`src/rtl/cnn_pkg.sv`:
```
// Shared CNN dimensions and widths so the convolution and pooling stages agree.
package cnn_pkg;

    localparam int unsigned CNN_IMG    = 32;  // input image side, pixels
    localparam int unsigned CNN_K      = 5;   // convolution kernel side
    localparam int unsigned CNN_BW1    = 8;   // pixel width
    localparam int unsigned CNN_BW2    = 8;   // weight width
    localparam int unsigned CNN_BW     = 16;  // convolution output sample width
    localparam int unsigned CNN_NMAPS  = 6;   // weight sets / feature maps

    localparam int unsigned CNN_CONV_W = CNN_IMG - CNN_K + 1;
    localparam int unsigned CNN_CONV_H = CNN_IMG - CNN_K + 1;
    localparam int unsigned CNN_POOL_W = CNN_CONV_W / 2;
    localparam int unsigned CNN_POOL_H = CNN_CONV_H / 2;

    // Index width for n entries, never narrower than one bit.
    function automatic int unsigned addr_bits(input int unsigned n);
        return (n > 1) ? $clog2(n) : 1;
    endfunction

endpackage

```
`src/rtl/relu_maxpool2x2_linebuf.sv`:
```
// Half-width line buffer holding the horizontal pair maxima of the last even row.
module pool_linebuf
    import cnn_pkg::*;
#(
    parameter int unsigned BW    = CNN_BW,
    parameter int unsigned DEPTH = CNN_POOL_W,
    parameter int unsigned AW    = addr_bits(DEPTH)
) (
    input  logic                 clk_i,
    input  logic                 we_i,
    input  logic [AW-1:0]        waddr_i,
    input  logic signed [BW-1:0] wdata_i,
    input  logic [AW-1:0]        raddr_i,
    output logic signed [BW-1:0] rdata_o
);

    logic signed [BW-1:0] mem_q [DEPTH];

    // Contents are don't-care after reset: each entry is rewritten on every even row.
    always_ff @(posedge clk_i) begin
        if (we_i && (32'(waddr_i) < DEPTH)) begin
            mem_q[waddr_i] <= wdata_i;
        end
    end

    always_comb begin
        rdata_o = '0;
        if (32'(raddr_i) < DEPTH) begin
            rdata_o = mem_q[raddr_i];
        end
    end

endmodule

```
`src/rtl/relu_maxpool2x2.sv`:
```
// ReLU followed by 2x2 stride-2 max pooling over a raster-order conv output stream.
module relu_maxpool2x2
    import cnn_pkg::*;
#(
    parameter int unsigned BW = CNN_BW,
    parameter int unsigned W  = CNN_CONV_W,
    parameter int unsigned H  = CNN_CONV_H
) (
    input  logic                 iCLK,
    input  logic                 iRSTn,
    input  logic                 iValid,
    input  logic signed [BW-1:0] iX,
    output logic                 oValid,
    output logic signed [BW-1:0] oY,
    output logic                 oLast
);

    localparam int unsigned CW = addr_bits(W);
    localparam int unsigned RW = addr_bits(H);
    localparam int unsigned AW = addr_bits(W / 2);

    localparam logic [CW-1:0] COL_LAST = CW'(W - 1);
    localparam logic [RW-1:0] ROW_LAST = RW'(H - 1);

    logic [CW-1:0]        col_q, col_d;
    logic [RW-1:0]        row_q, row_d;
    logic signed [BW-1:0] hold_q, hold_d;
    logic signed [BW-1:0] y_q, y_d;
    logic                 valid_q, valid_d;
    logic                 last_q, last_d;

    logic signed [BW-1:0] pm;
    logic signed [BW-1:0] lb_rd;
    logic signed [BW-1:0] m4;
    logic signed [BW-1:0] relu;
    logic                 lb_we;
    logic [AW-1:0]        lb_addr;
    logic                 col_odd;
    logic                 row_odd;
    logic                 fire;
    logic                 end_of_row;

    pool_linebuf #(
        .BW    (BW),
        .DEPTH (W / 2),
        .AW    (AW)
    ) u_linebuf (
        .clk_i   (iCLK),
        .we_i    (lb_we),
        .waddr_i (lb_addr),
        .wdata_i (pm),
        .raddr_i (lb_addr),
        .rdata_o (lb_rd)
    );

    always_comb begin
        col_odd    = col_q[0];
        row_odd    = row_q[0];
        end_of_row = (col_q == COL_LAST);
        lb_addr    = AW'(col_q >> 1);

        pm   = (iX > hold_q) ? iX : hold_q;
        m4   = (lb_rd > pm) ? lb_rd : pm;
        relu = m4[BW-1] ? '0 : m4;

        lb_we = iValid && col_odd && !row_odd;
        fire  = iValid && col_odd && row_odd;
    end

    // Every state change is gated on iValid so idle cycles leave the pipeline frozen.
    always_comb begin
        col_d   = col_q;
        row_d   = row_q;
        hold_d  = hold_q;
        y_d     = y_q;
        valid_d = fire;
        last_d  = fire && end_of_row && (row_q == ROW_LAST);

        if (iValid) begin
            if (!col_odd) begin
                hold_d = iX;
            end
            if (end_of_row) begin
                col_d = '0;
                row_d = (row_q == ROW_LAST) ? '0 : row_q + 1'b1;
            end else begin
                col_d = col_q + 1'b1;
            end
        end

        if (fire) begin
            y_d = relu;
        end
    end

    always_ff @(posedge iCLK or negedge iRSTn) begin
        if (!iRSTn) begin
            col_q   <= '0;
            row_q   <= '0;
            hold_q  <= '0;
            y_q     <= '0;
            valid_q <= 1'b0;
            last_q  <= 1'b0;
        end else begin
            col_q   <= col_d;
            row_q   <= row_d;
            hold_q  <= hold_d;
            y_q     <= y_d;
            valid_q <= valid_d;
            last_q  <= last_d;
        end
    end

    assign oValid = valid_q;
    assign oY     = y_q;
    assign oLast  = last_q;

endmodule

```
`config.mk`:
```
export PLATFORM = sky130hd
export DESIGN_NAME = relu_maxpool2x2
export DESIGN_NICKNAME = d
export VERILOG_FILES = /design/src/rtl/cnn_pkg.sv /design/src/rtl/relu_maxpool2x2_linebuf.sv /design/src/rtl/relu_maxpool2x2.sv
export SDC_FILE = /design/constraint.sdc
export NUM_CORES = 1
export LEC_CHECK = 0
export BUFFER_PORTS_ARGS = -buffer_cell sky130_fd_sc_hd__buf_2
export CAP_MARGIN = 10
export CORE_MARGIN = 10
export CORE_UTILIZATION = 50
export CTS_CLUSTER_DIAMETER = 50
export DETAILED_ROUTE_END_ITERATION = 10
export GPL_TIMING_DRIVEN = 0
export PLACE_DENSITY = 0.66
export SLEW_MARGIN = 10
export SYNTH_ARGS = -nofsm -noshare
export SYNTH_HDL_FRONTEND = slang
export SYNTH_SLANG_ARGS = --single-unit
```
`constraint.sdc`:
```
create_clock -name iCLK -period 15 [get_ports iCLK]
set_input_delay 0.75 -clock iCLK [delete_from_list [all_inputs] [get_ports iCLK]]
set_output_delay 0.75 -clock iCLK [all_outputs]
set_load 0.1 [all_outputs]
```
Word level (Yosys, flattened, before mapping):

Memories as Yosys holds them, arrays and structs flattened.
Index checks and enable logic that the tools add are counted.

* bitwise operators: 1
* muxes and demuxes: 8
* reduce and logical (&&, ||, !) cells: 9
* equality and inequality tests: 2
* $lt $le $gt $ge: 3
* $add $sub $neg: 2

Operators by type and width (count)
* 2-to-1 mux 16 bit: 3
* greater-than comparator 16 bit: 2
* 2-to-1 mux 15 bit: 1
* adder 5 x 1 -> 5 bit, second input constant: 2
* equality test 5 bit, second input constant: 2
* 2-to-1 mux 5 bit: 2
* logical AND 1 bit: 6
* less-than comparator 4 bit, second input constant: 1
* AND reduction 2 bit: 2
* 2-to-1 mux 1 bit: 2
* zero test 1 bit: 1
* inverter 1 bit: 1

* word-level logic and storage cells: 32
* memories kept: 1
* register bits: 44
* memory bits (writable): 224
* output and inout bits: 18

Memory list
* u_linebuf.mem_q: depth 14, width 16, rd ports 1, clocked after memory_dff 0, write ports 1, line relu_maxpool2x2_linebuf.sv:17 `logic signed [BW-1:0] mem_q [DEPTH];`

Depth between registers and ports, before layout:

Gate-level depths: netlist of the first run.

* word-level depth: 5
* gate-level depth with buffers: 19
* mapped depth without buffers: 16

Cells and area by module:

From an unflattened synthesis of the first run, not the netlist that was laid out.

* cell total of the unflattened synthesis: 720
* area total of the unflattened synthesis: 11593.6 sq um

By module, submodules not included
* pool_linebuf: cells each 389, instances 1, area an instance 8608.3 sq um
* relu_maxpool2x2: cells each 331, instances 1, area an instance 2985.4 sq um

Worst setup path before layout of the first run:

OpenSTA, ideal clock, no wires.

* path type: input to register
* start point: input iX[15]
* end point: register y_q[10] (netlist: oY[10])
* stages: 18
* buffers on the path: 3
* arrival: 5.063 ns
* data required time: 14.896 ns
* slack: 9.833 ns
* cell sequence: ha_1 > nand4_2 > or4_4 > a21o_1 > a21o_2 > nand2_1 > buf_2 > buf_2 > a21oi_1 > ha_1 > nand4_1 > or3_1 > o21a_1 > o41a_1 > or2_2 > o31a_1 > buf_6 > o41ai_2

* longest elaborated chain between the ends: 5

Ends and longest elaborated chain
* from (decl): line relu_maxpool2x2.sv:12 `input logic signed [BW-1:0] iX,`
* greater-than comparator 16 bit: line relu_maxpool2x2.sv:62 `pm = (iX > hold_q) ? iX : hold_q;`
* 2-to-1 mux 16 bit (*): line relu_maxpool2x2.sv:62
* greater-than comparator 16 bit: line relu_maxpool2x2.sv:63 `m4 = (lb_rd > pm) ? lb_rd : pm;`
* 2-to-1 mux 16 bit (*): line relu_maxpool2x2.sv:63
* 2-to-1 mux 15 bit (*): line relu_maxpool2x2.sv:64 `relu = m4[BW-1] ? '0 : m4;`
* to (signal assigned): line relu_maxpool2x2.sv:108 `y_q <= y_d;`
* to (decl): line relu_maxpool2x2.sv:28 `logic signed [BW-1:0] y_q, y_d;`

Every way passes the cells marked *; elsewhere a longest branch is shown, timed or not.
A chain may end at the register's enable or synchronous reset.

Worst setup path in the final report of the first run:

* start point: register hold_q[15]
* end point: register y_q[12] (netlist: oY[12])

* longest elaborated chain between the ends: 5

Ends and longest elaborated chain
* from (decl): line relu_maxpool2x2.sv:27 `logic signed [BW-1:0] hold_q, hold_d;`
* from (signal assigned): line relu_maxpool2x2.sv:107 `hold_q <= hold_d;`
* greater-than comparator 16 bit: line relu_maxpool2x2.sv:62
* 2-to-1 mux 16 bit (*): line relu_maxpool2x2.sv:62
* greater-than comparator 16 bit: line relu_maxpool2x2.sv:63
* 2-to-1 mux 16 bit (*): line relu_maxpool2x2.sv:63
* 2-to-1 mux 15 bit (*): line relu_maxpool2x2.sv:64

Marks and branches as above.

==> results.json, run 1 <==
{
  "critPathCaptureType": "flip-flop",
  "fin_ws_ns": 9.53,
  "crit_path_start": "hold_q[15]",
  "path_clk_slew_ns": 0.06,
  "hp-class": "input port to asynchronous set/reset pin",
  "drv_cap": 0,
  "slew-limit-headroom_pct": 30.9,
  "cts_sinks": 267,
  "timing.rr.start": "hold_q[15]",
  "synth_seq_area_share_pct": 66.1,
  "drt_iter0_drc": 795,
  "antenna_left": 0,
  "synthesis.nets": 848,
  "ctsHoldBuffers": 0,
  "drt-met1-wl_um": 12400,
  "wl_met3_um": 2060,
  "synth-edff-count": 224,
  "die_y_um": 174,
  "grt_pass1_vias": 7011,
  "status": "finished, final reports clean",
  "rows": 56,
  "cp_cell_sequence": "inv_1 > ha_1 > nand4_2 > or4_4 > o21ai_1 > a21o_2 > nand2_1 > buf_2 > buf_2 > a21oi_1 > ha_1 > nand4_1 > or3_1 > o21a_1 > o41a_1 > or2_2 > o31a_1 > buf_6 > o41ai_2",
  "power-per-cell-area_nw_per_um2": 216,
  "grt_overflow_total": 0,
  "core_sq_um": 23300,
  "rsz0062_at_grt": "no",
  "fin_crit_ns": 5.47,
  "place.gp.congestion": 0.848,
  "crit_required_ns": 15.44,
  "slew_violations": 0,
  "routed_wl_um": 28500,
  "netlist_instances": 795,
  "cp_slowest_cell": "or4_4",
  "fin_crit_sh_pct": 36.5,
  "top_layer_used": "met4",
  "n_antenna_cell": 0,
  "cts_resized": 0,
  "finalSetupViolCount": 0,
  "wl_per_cell_um": 23.4,
  "h-tree-depth": 1,
  "cp_num_buf_inv": 4,
  "ioPinCount": 37,
  "cts_buffer_depth": 3,
  "ir_drop_mv": 0.122,
  "stdcell_count": 1215,
  "cts_setup_buffers": 0,
  "worst_setup_path_start_kind": "flip-flop",
  "yosysMostFrequentCell": "edfxtp_1",
  "fmax_mhz": 183,
  "cts_tree": "done",
  "critPathKind": "flip-flop to flip-flop",
  "synthTopCellsByCount": "edfxtp_1 (224), nand2_1 (73), a21oi_1 (53)",
  "area_delta_synth_final_pct": 16.1,
  "ys_ff_latch": 267,
  "async_flop_share_pct": 16.1,
  "p_leak_nw": 4.94,
  "vias_per_cell": 5.84,
  "critPathTopFamily": "compound AO/OA/AOI/OAI gates",
  "dp.cells": 1163,
  "die_w_um": 174,
  "yosys_warnings": 0,
  "die-area_sq_um": 30200,
  "layout-drive-gt1-share_pct": 21.8,
  "hold_viol_final": 0,
  "numCtsBuffers": 28,
  "worst_pin_slew_ns": 1.03,
  "crit_arrival_ns": 5.91,
  "synth_area_leaders": "edfxtp_1 (57%), mux4_2 (9.2%), dfrtp_1 (9.1%), ha_1 (3.6%), nand2_1 (2.3%)",
  "synth_top_flop_cell": "edfxtp_1",
  "clk-insertion-delay-late_ns": 0.55,
  "dpl_worst_slack_ns": 9.05,
  "finalSetupTns_ns": 0,
  "grt_pass1_wl_um": 42800,
  "fillers": 1743,
  "hold_ws_ns": 0.371,
  "antenna_found_initial": 0,
  "drt-pass1-iter-count": 7,
  "cp_slowest_stage_delay_ns": 0.58,
  "synth_cell_types": 52,
  "nets": 927,
  "grt_max_degree": 44,
  "postSynthAreaPerCell_sq_um": 14.9,
  "dpl.hpwl_um": 19900,
  "root_buffer": "clkbuf_16",
  "yosys.area.top_type_share_pct": 57.0,
  "numPortBuffers": 35,
  "route.detailed.drc": 0,
  "synth_top_cell_by_area": "edfxtp_1",
  "routed-via-count": 7096,
  "grt_use_total_pct": 18.5,
  "fin_worst_skew_ns": 0.0121,
  "start_util_pct": 50.6,
  "netlist_area_sq_um": 11800,
  "dr_wl_met2_um": 13400,
  "path_max_fanout": 10
}
final timing paths:
kind / endpoint / slack, ns / depth (start not counted)
setup / recovery: oY[12] / 9.53 / 19
hold / removal: hold_q[7] / 0.37 / 1
setup reg to reg: oY[12] / 9.53 / 19
hold reg to reg: oY[0] / 0.48 / 2
max in group asynchronous: row_q[1] / 14.02 / 1
min in group iCLK: hold_q[4] / 0.47 / 3
where the power goes:
part           internal (mW)  switching [mW]
logic                  0.414           0.828
clock network          0.459           0.288
registers              0.939          0.0271
total                   1.81            1.14
worst register-to-register path: stages (launching register included):
cell,delay [ns]
dfrtp_1,0.32
inv_1,0.06
ha_1,0.32
nand4_2,0.15
or4_4,0.58
o21ai_1,0.29
a21o_2,0.19
nand2_1,0.23
buf_2,0.27
buf_2,0.20
a21oi_1,0.47
ha_1,0.25
nand4_1,0.13
or3_1,0.44
o21a_1,0.20
o41a_1,0.11
or2_2,0.32
o31a_1,0.34
buf_6,0.19
o41ai_2,0.31
cell usage in the layout (no fill, tap or decap), drive strengths merged, types with 3 or more instances in the layout:
cell type,n
nand2,73
mux2i,18
nor3b,3
clkinv,10
a221oi,4
or2,3
or3,8
inv,43
ha,34
mux4,48
nand3,7
nor3,19
bufinv,6
clkbuf,56
mux2,3
nor2b,19
nand4,11
nor2,37
o41ai,15
o211ai,4
a21oi,54
dfrtp,43
o21ai,39
edfxtp,224
nand2b,6
o21a,4
a211oi,14
buf,66
o22ai,5
stage by stage:
step | utilization [%] | total power, mW | area (sq um)
detailed placement | 54.4 | 2.22 | 12700
floorplan | - | 1.88 | 11800
CTS | 58.8 | 2.97 | 13700
global route | 58.8 | 3.11 | 13700
global placement | 53.1 | 2.20 | 12400
finish | 58.8 | 2.95 | 13700
registers in the layout, indices dropped and copies added, names as in the netlist:
| register | cells |
|---|---|
| oValid | 1 |
| oY | 15 |
| oLast | 1 |
| u_linebuf.mem_q | 224 |
| hold_q | 16 |
| col_q | 5 |
| row_q | 5 |
area by class of cell:
cell class	instances	area, sq um	area share (%)
Inverter	40	150	1.10
Multi-Input combinational cell	446	3700	27.0
Buffer	42	185	1.35
Timing Repair Buffer	49	453	3.30
Clock buffer	31	733	5.35
Clock inverter	21	280	2.04
Tap cell	319	399	2.91
Sequential cell	267	7800	56.9
routing by layer:
| metal | up-vias | GRT usage, % |
|---|---|---|
| met2 | 284 | 29.9 |
| met3 | 57 | 3.31 |
| li1 | 3218 | - |
| met5 | - | 0 |
| met4 | 0 | 4.85 |
| met1 | 3537 | 25.3 |
cell families (layout without fill, tap and decap cells):
kind of cell,count (synthesis),after routing,synth area share (%)
flip-flops,267,267,66.1
AND/OR/NAND/NOR,190,190,7.59
AO/OA/AOI/OAI,152,152,8.89
buffers and inverters,82,183,2.84
multiplexers,69,69,11.0
adder cells (fa/ha/maj),34,34,3.60
other,1,1,0.0318
Power figures use the tool's default switching activity.
==> run 2, diff against run 1 <==
==> constraint.sdc (replaced) <==
create_clock -name iCLK -period 5.6 [get_ports iCLK]
set_input_delay 0.28 -clock iCLK [delete_from_list [all_inputs] [get_ports iCLK]]
set_output_delay 0.28 -clock iCLK [all_outputs]
set_load 0.1 [all_outputs]
==> run 2 against run 1 <==
Effect of this change:
- non-clock buffer count is 12 higher
- total power grew to 2.7 times the previous value
- worst setup slack worse by 9.3 ns
- hold slack got worse by 0.34 ns
- wire length is 0.92% higher
- via count grew 0.31%
- critical path type is now input port to flip-flop
==> results.json, run 2 (synthesis gave the netlist of run 1 again) <==
{
  "status": "finished, final reports clean",
  "drt_iter0_drc": 746,
  "n_antenna_cell": 0,
  "crit_arrival_ns": 5.84,
  "ioPinCount": 37,
  "vias_per_cell": 5.80,
  "min_path_cells": 3,
  "path_clk_slew_ns": 0.06,
  "p_leak_nw": 4.99,
  "core_sq_um": 23300,
  "die_y_um": 174,
  "hold_path_startpoint": "iX[1]",
  "numPortBuffers": 35,
  "drv_cap": 0,
  "cts_buffer_depth": 3,
  "rsz0062_at_grt": "no",
  "numCtsBuffers": 28,
  "die-area_sq_um": 30200,
  "worst_pin_slew_ns": 1.03,
  "routed-via-count": 7118,
  "routed_wl_um": 28700,
  "route.detailed.drc": 0,
  "start_util_pct": 50.6,
  "power-per-cell-area_nw_per_um2": 573,
  "critPathKind": "input port to flip-flop",
  "wl_per_cell_um": 23.4,
  "place.gp.congestion": 0.848,
  "hp-class": "input port to flip-flop",
  "crit_required_ns": 6.04,
  "layout_common_cells": "edfxtp_1 (224), nand2_1 (72), a21oi_1 (50), mux4_2 (48), buf_2 (47)",
  "cts_sinks": 267,
  "cts_tree": "done",
  "root_buffer": "clkbuf_16",
  "cts_setup_buffers": 0,
  "fmax_mhz": 185,
  "r2r_setup_slack_ns": 0.24,
  "layout-drive-gt1-share_pct": 22.0,
  "fin_worst_skew_ns": 0.00759,
  "grt_use_total_pct": 18.6,
  "ir_drop_mv": 0.326,
  "fin_crit_ns": 5.40,
  "layout_commonest_cell": "edfxtp_1",
  "finalSetupTns_ns": 0,
  "path_max_fanout": 10,
  "drt-pass1-iter-count": 5,
  "area_delta_synth_final_pct": 17.3,
  "slew-limit-headroom_pct": 31.3,
  "antenna_found_initial": 0,
  "final_area_sq_um": 13800,
  "worst_setup_path_start_kind": "input port",
  "rows": 56,
  "critPathCaptureType": "flip-flop",
  "grt_pass1_vias": 7093,
  "clk-insertion-delay-late_ns": 0.54,
  "hold_viol_final": 0,
  "nets": 939,
  "grt_pass1_wl_um": 43100,
  "top_register": "u_linebuf.mem_q",
  "h-tree-depth": 1,
  "die_w_um": 174,
  "largest_reg_flops": 224,
  "grt_max_degree": 44,
  "timing.rr.start": "hold_q[15]",
  "holdPathEnd": "hold_q[1]",
  "grt_overflow_total": 0,
  "finalSetupViolCount": 0,
  "dpl-instance-area_sq_um": 12700,
  "reg2reg_to": "oY[12]",
  "fin_crit_sh_pct": 96.4,
  "dpl.hpwl_um": 19900,
  "worstRegToRegCells": 19,
  "antenna_left": 0,
  "hold_ws_ns": 0.0302,
  "slew_violations": 0
}
[run 2: per-layer routing]
layer	track usage [%]	vias up	share of wire, %
li1	-	3242	-
met1	25.4	3527	44
met2	30.2	292	47
met3	3.27	57	7.0
met4	4.85	0	2.3
met5	0	-	0
[run 2: worst max path at each step]
stage	start	end
after global placement	iX[15]	oY[8]
after global routing	iX[13]	oY[11]
after CTS	hold_q[15]	oY[9]
after detailed placement	iX[15]	oY[9]
after floorplan	hold_q[15]	oY[10]
final	iX[13]	oY[12]
[run 2: cell type report]
class                      instances  area [sq um]
buffer                            42           188
inverter                          40           150
fill                            1722          9480
clock buffer                      31           733
tap                              319           399
timing repair buffer              61           573
multi-input combinational        446          3720
sequential                       267          7800
clock inverter                    21           280
[run 2: timing repair]
action                     CTS  global route
gates resized for setup      0             6
hold endpoints to repair    54             0
setup endpoints to repair    0            15
hold buffers                12             0
[run 2: report_power, final]
part / switching [mW] / total, mW / internal (mW) / leakage, nW
combinational: 2.22 / 3.34 / 1.12 / 1.92
sequential: 0.0724 / 2.59 / 2.52 / 2.58
clock: 0.771 / 2.00 / 1.23 / 0.493
total: 3.07 / 7.93 / 4.86 / 4.99
[run 2: stage by stage]
step	util (%)	power [mW]	setup slack [ns]	cells
2_1_floorplan	-	5.03	0.829	795
3_3_place_gp	53.1	5.89	0.148	1149
3_5_place_dp	54.4	5.94	0.122	1163
4_1_cts	59.3	7.95	0.128	1227
5_1_grt	59.4	8.35	0.00729	1227
6_report	59.4	7.93	0.203	1227
[run 2: critical path: stages]
cell and delay, ns:
dlygate4sd3_1 0.54, buf_2 0.15, ha_1 0.32, nand4_2 0.14, or4_4 0.58, o21ai_1 0.29, a21o_2 0.19, nand2_2 0.16
buf_2 0.22, clkbuf_4 0.21, a21oi_1 0.47, ha_1 0.24, nand4_1 0.13, or3_1 0.43, o21a_1 0.20, o41a_1 0.11
or2_2 0.32, o31a_1 0.34, buf_6 0.19, o41ai_2 0.31
==> run 3, diff against run 2 <==
--- a/config.mk
+++ b/config.mk
@@ -5,14 +5,17 @@
 export SDC_FILE = /design/constraint.sdc
 export NUM_CORES = 1
 export LEC_CHECK = 0
+export ABC_AREA = 1
 export BUFFER_PORTS_ARGS = -buffer_cell sky130_fd_sc_hd__buf_2
 export CAP_MARGIN = 10
+export CELL_PAD_IN_SITES_DETAIL_PLACEMENT = 0
+export CELL_PAD_IN_SITES_GLOBAL_PLACEMENT = 1
 export CORE_MARGIN = 10
 export CORE_UTILIZATION = 50
 export CTS_CLUSTER_DIAMETER = 50
 export DETAILED_ROUTE_END_ITERATION = 10
 export GPL_TIMING_DRIVEN = 0
-export PLACE_DENSITY = 0.66
+export PLACE_DENSITY_LB_ADDON = 0.1
 export SLEW_MARGIN = 10
 export SYNTH_ARGS = -nofsm -noshare
 export SYNTH_HDL_FRONTEND = slang
==> run 3 against run 2 <==
Effect of this change:
- clock power grew 4%
- highest routed layer unchanged
- via count grew 8.0%
- combinational power grew 15%
- clock skew grew 0.0029 ns
- worst setup slack gained 0.96 ns
- register-to-register slack gained 0.92 ns
- core utilization grew 0.45 points
- critical path depth grew 3
- sequential cell count is the same
- die area shrank 0.76%
- non-clock buffer count shrank 9
- clock-buffer cell count grew 8
==> results.json, run 3 <==
{
  "status": "finished, final reports clean",
  "slew-limit-headroom_pct": 31.4,
  "yosys_warnings": 0,
  "grt_max_degree": 44,
  "hold_path_startpoint": "iX[13]",
  "route.detailed.drc": 0,
  "netlist_instances": 979,
  "rsz0062_at_grt": "no",
  "crit_path_start": "col_q[3]",
  "synth_top_flop_cell": "edfxtp_1",
  "hp-class": "input port to flip-flop",
  "worst_setup_path_start_kind": "flip-flop",
  "timing.rr.start": "col_q[3]",
  "finalSetupTns_ns": 0,
  "finalSetupViolCount": 0,
  "numPortBuffers": 35,
  "cp_slowest_cell": "nor2_1",
  "wl_per_cell_um": 21.1,
  "fin_total_pwr_mw": 8.69,
  "crit_top_cell": "nand2_1",
  "antenna_found_initial": 0,
  "top_register": "u_linebuf.mem_q",
  "cp_slowest_stage_delay_ns": 0.67,
  "layout_common_cells": "edfxtp_1 (224), nand2_1 (217), a22oi_1 (84), inv_1 (73), a21oi_1 (44)",
  "synthSimpleGateAreaFrac_pct": 13.7,
  "rows": 55,
  "layout-drive-gt1-share_pct": 17.5,
  "synth_seq_area_share_pct": 66.7,
  "synthAdderAreaFrac_pct": 3.63,
  "ir_drop_mv": 0.379,
  "path_max_fanout": 10,
  "drv_cap": 0,
  "root_buffer": "clkbuf_16",
  "synth_top_cell_by_area": "edfxtp_1",
  "start_util_pct": 51.2,
  "core_sq_um": 22800,
  "slew_violations": 0,
  "yosysMostFrequentCell": "edfxtp_1",
  "fin_crit_sh_pct": 79.2,
  "critPathKind": "flip-flop to flip-flop",
  "grt_overflow_total": 0,
  "async_flop_share_pct": 16.1,
  "crit_arrival_ns": 4.92,
  "vias_per_cell": 5.48,
  "worstRegToRegCells": 23,
  "fin_worst_skew_ns": 0.0105,
  "drt_iter0_drc": 551,
  "largest_reg_flops": 224,
  "p_leak_nw": 5.37,
  "layout_commonest_cell": "edfxtp_1",
  "worst_pin_slew_ns": 1.03,
  "cts_buffer_depth": 3,
  "die_w_um": 173,
  "cp_cell_sequence": "nor2_1 > inv_1 > clkbuf_1 > a21oi_1 > nor3_1 > nor2_1 > ha_1 > nand2_1 > inv_1 > nand2_1 > nand2_1 > nand2_1 > nand2_1 > nand2_1 > nand2_1 > nand2_1 > nand3_2 > inv_1 > buf_2 > nand2_1 > nand2_1 > nand2_1 > nand2_1",
  "routed_wl_um": 29600,
  "crit_required_ns": 6.08,
  "cts_tree": "done",
  "yosys.area.top_type_share_pct": 57.5,
  "synthesis.nets": 1032,
  "fin_crit_ns": 4.44,
  "synth-compound-area-share_pct": 11.1,
  "synthTopCellsByCount": "edfxtp_1 (224), nand2_1 (217), a22oi_1 (84)",
  "synth.area.mux_share_pct": 0,
  "fmax_mhz": 225,
  "holdPathEnd": "hold_q[13]",
  "drt-pass1-iter-count": 5,
  "final_util_pct": 59.8,
  "hold_viol_final": 0,
  "power-per-cell-area_nw_per_um2": 636,
  "routed-via-count": 7689,
  "clk-insertion-delay-late_ns": 0.55,
  "die_y_um": 173,
  "ys_ff_latch": 267,
  "grt_pass1_wl_um": 45300,
  "area_delta_synth_final_pct": 16.7,
  "grt_use_total_pct": 19.3,
  "critPathCaptureType": "flip-flop",
  "cts_resized": 0,
  "min_path_cells": 3,
  "path_clk_slew_ns": 0.06,
  "place.gp.congestion": 0.800,
  "dpl.hpwl_um": 21400,
  "synth_cell_types": 35,
  "antenna_left": 0,
  "reg2reg_to": "oY[4]",
  "die-area_sq_um": 29900,
  "postSynthAreaPerCell_sq_um": 12.0,
  "r2r_setup_slack_ns": 1.16,
  "ioPinCount": 37,
  "synth-edff-count": 224,
  "numCtsBuffers": 30,
  "cts_sinks": 267,
  "synth_top_family_by_area": "simple AND/OR/NAND/NOR gates",
  "h-tree-depth": 1,
  "synth_area_leaders": "edfxtp_1 (57%), dfrtp_1 (9.2%), nand2_1 (7.0%), a22oi_1 (5.4%), ha_1 (3.6%)",
  "netlist_area_sq_um": 11700,
  "synthXorXnorAreaFrac_pct": 0,
  "grt_pass1_vias": 7781,
  "n_antenna_cell": 0,
  "nets": 1118
}
## run 3: cell families (layout without fill, tap and decap cells)
logic type	count (synthesis)	after routing
AO/OA/AOI/OAI	199	199
AND/OR/NAND/NOR	358	358
buffers and inverters	120	230
flip-flops	267	267
other	1	1
adder cells (fa/ha/maj)	34	34
## run 3: worst max-delay path, delay by kind of cell, from the launching register on
kind                     cells  cell delay (ns)
AO/OA/AOI/OAI                1             0.45
adder cells (fa/ha/maj)      1             0.27
buffers and inverters        5             1.20
flip-flops                   1             0.43
AND/OR/NAND/NOR             16             2.02
## run 3: what timing repair did
item	CTS	global route
hold endpoints to repair	44	0
endpoints found under the setup margin	0	0
hold buffers	2	0
buffers inserted	0	0
## run 3: report_power, final
group / switching (mW) / internal, mW
clock network: 0.775 / 1.32
logic: 2.77 / 1.07
registers: 0.0855 / 2.67
## run 3: cell type report
type	count	area [sq um]
Tap cell	313	392
Clock buffer	39	826
Fill cell	1924	9180
Buffer	40	273
Inverter	80	300
Clock inverter	17	250
Multi-Input combinational cell	592	3370
Timing Repair Buffer	54	449
Sequential cell	267	7800
## run 3: layer usage
layer | share of wire [%] | vias up | track usage [%] | wire [um]
li1 | - | 3687 | - | -
met1 | 42 | 3721 | 24.9 | 12600
met5 | 0 | - | 0 | 0
met4 | 1.8 | 0 | 4.81 | 526
met2 | 49 | 239 | 32.8 | 14500
met3 | 6.6 | 42 | 3.51 | 1950
## run 3: through the flow
stage	setup WS [ns]	std cells	hold WS (ns)	cell area, sq um
2_1_floorplan	2.30	979	-0.0156	11700
3_3_place_gp	1.06	1327	0.460	12300
3_5_place_dp	1.18	1344	0.460	12600
4_1_cts	1.15	1402	0.0159	13700
5_1_grt	0.811	1402	0.0311	13700
6_report	1.16	1402	0.0299	13700
## run 3: worst max-delay path by stage
stage	to
2_1_floorplan	oY[10]
3_3_place_gp	u_linebuf.mem_q[3][4]
3_5_place_dp	oY[4]
4_1_cts	oY[4]
5_1_grt	oY[4]
6_report	oY[4]
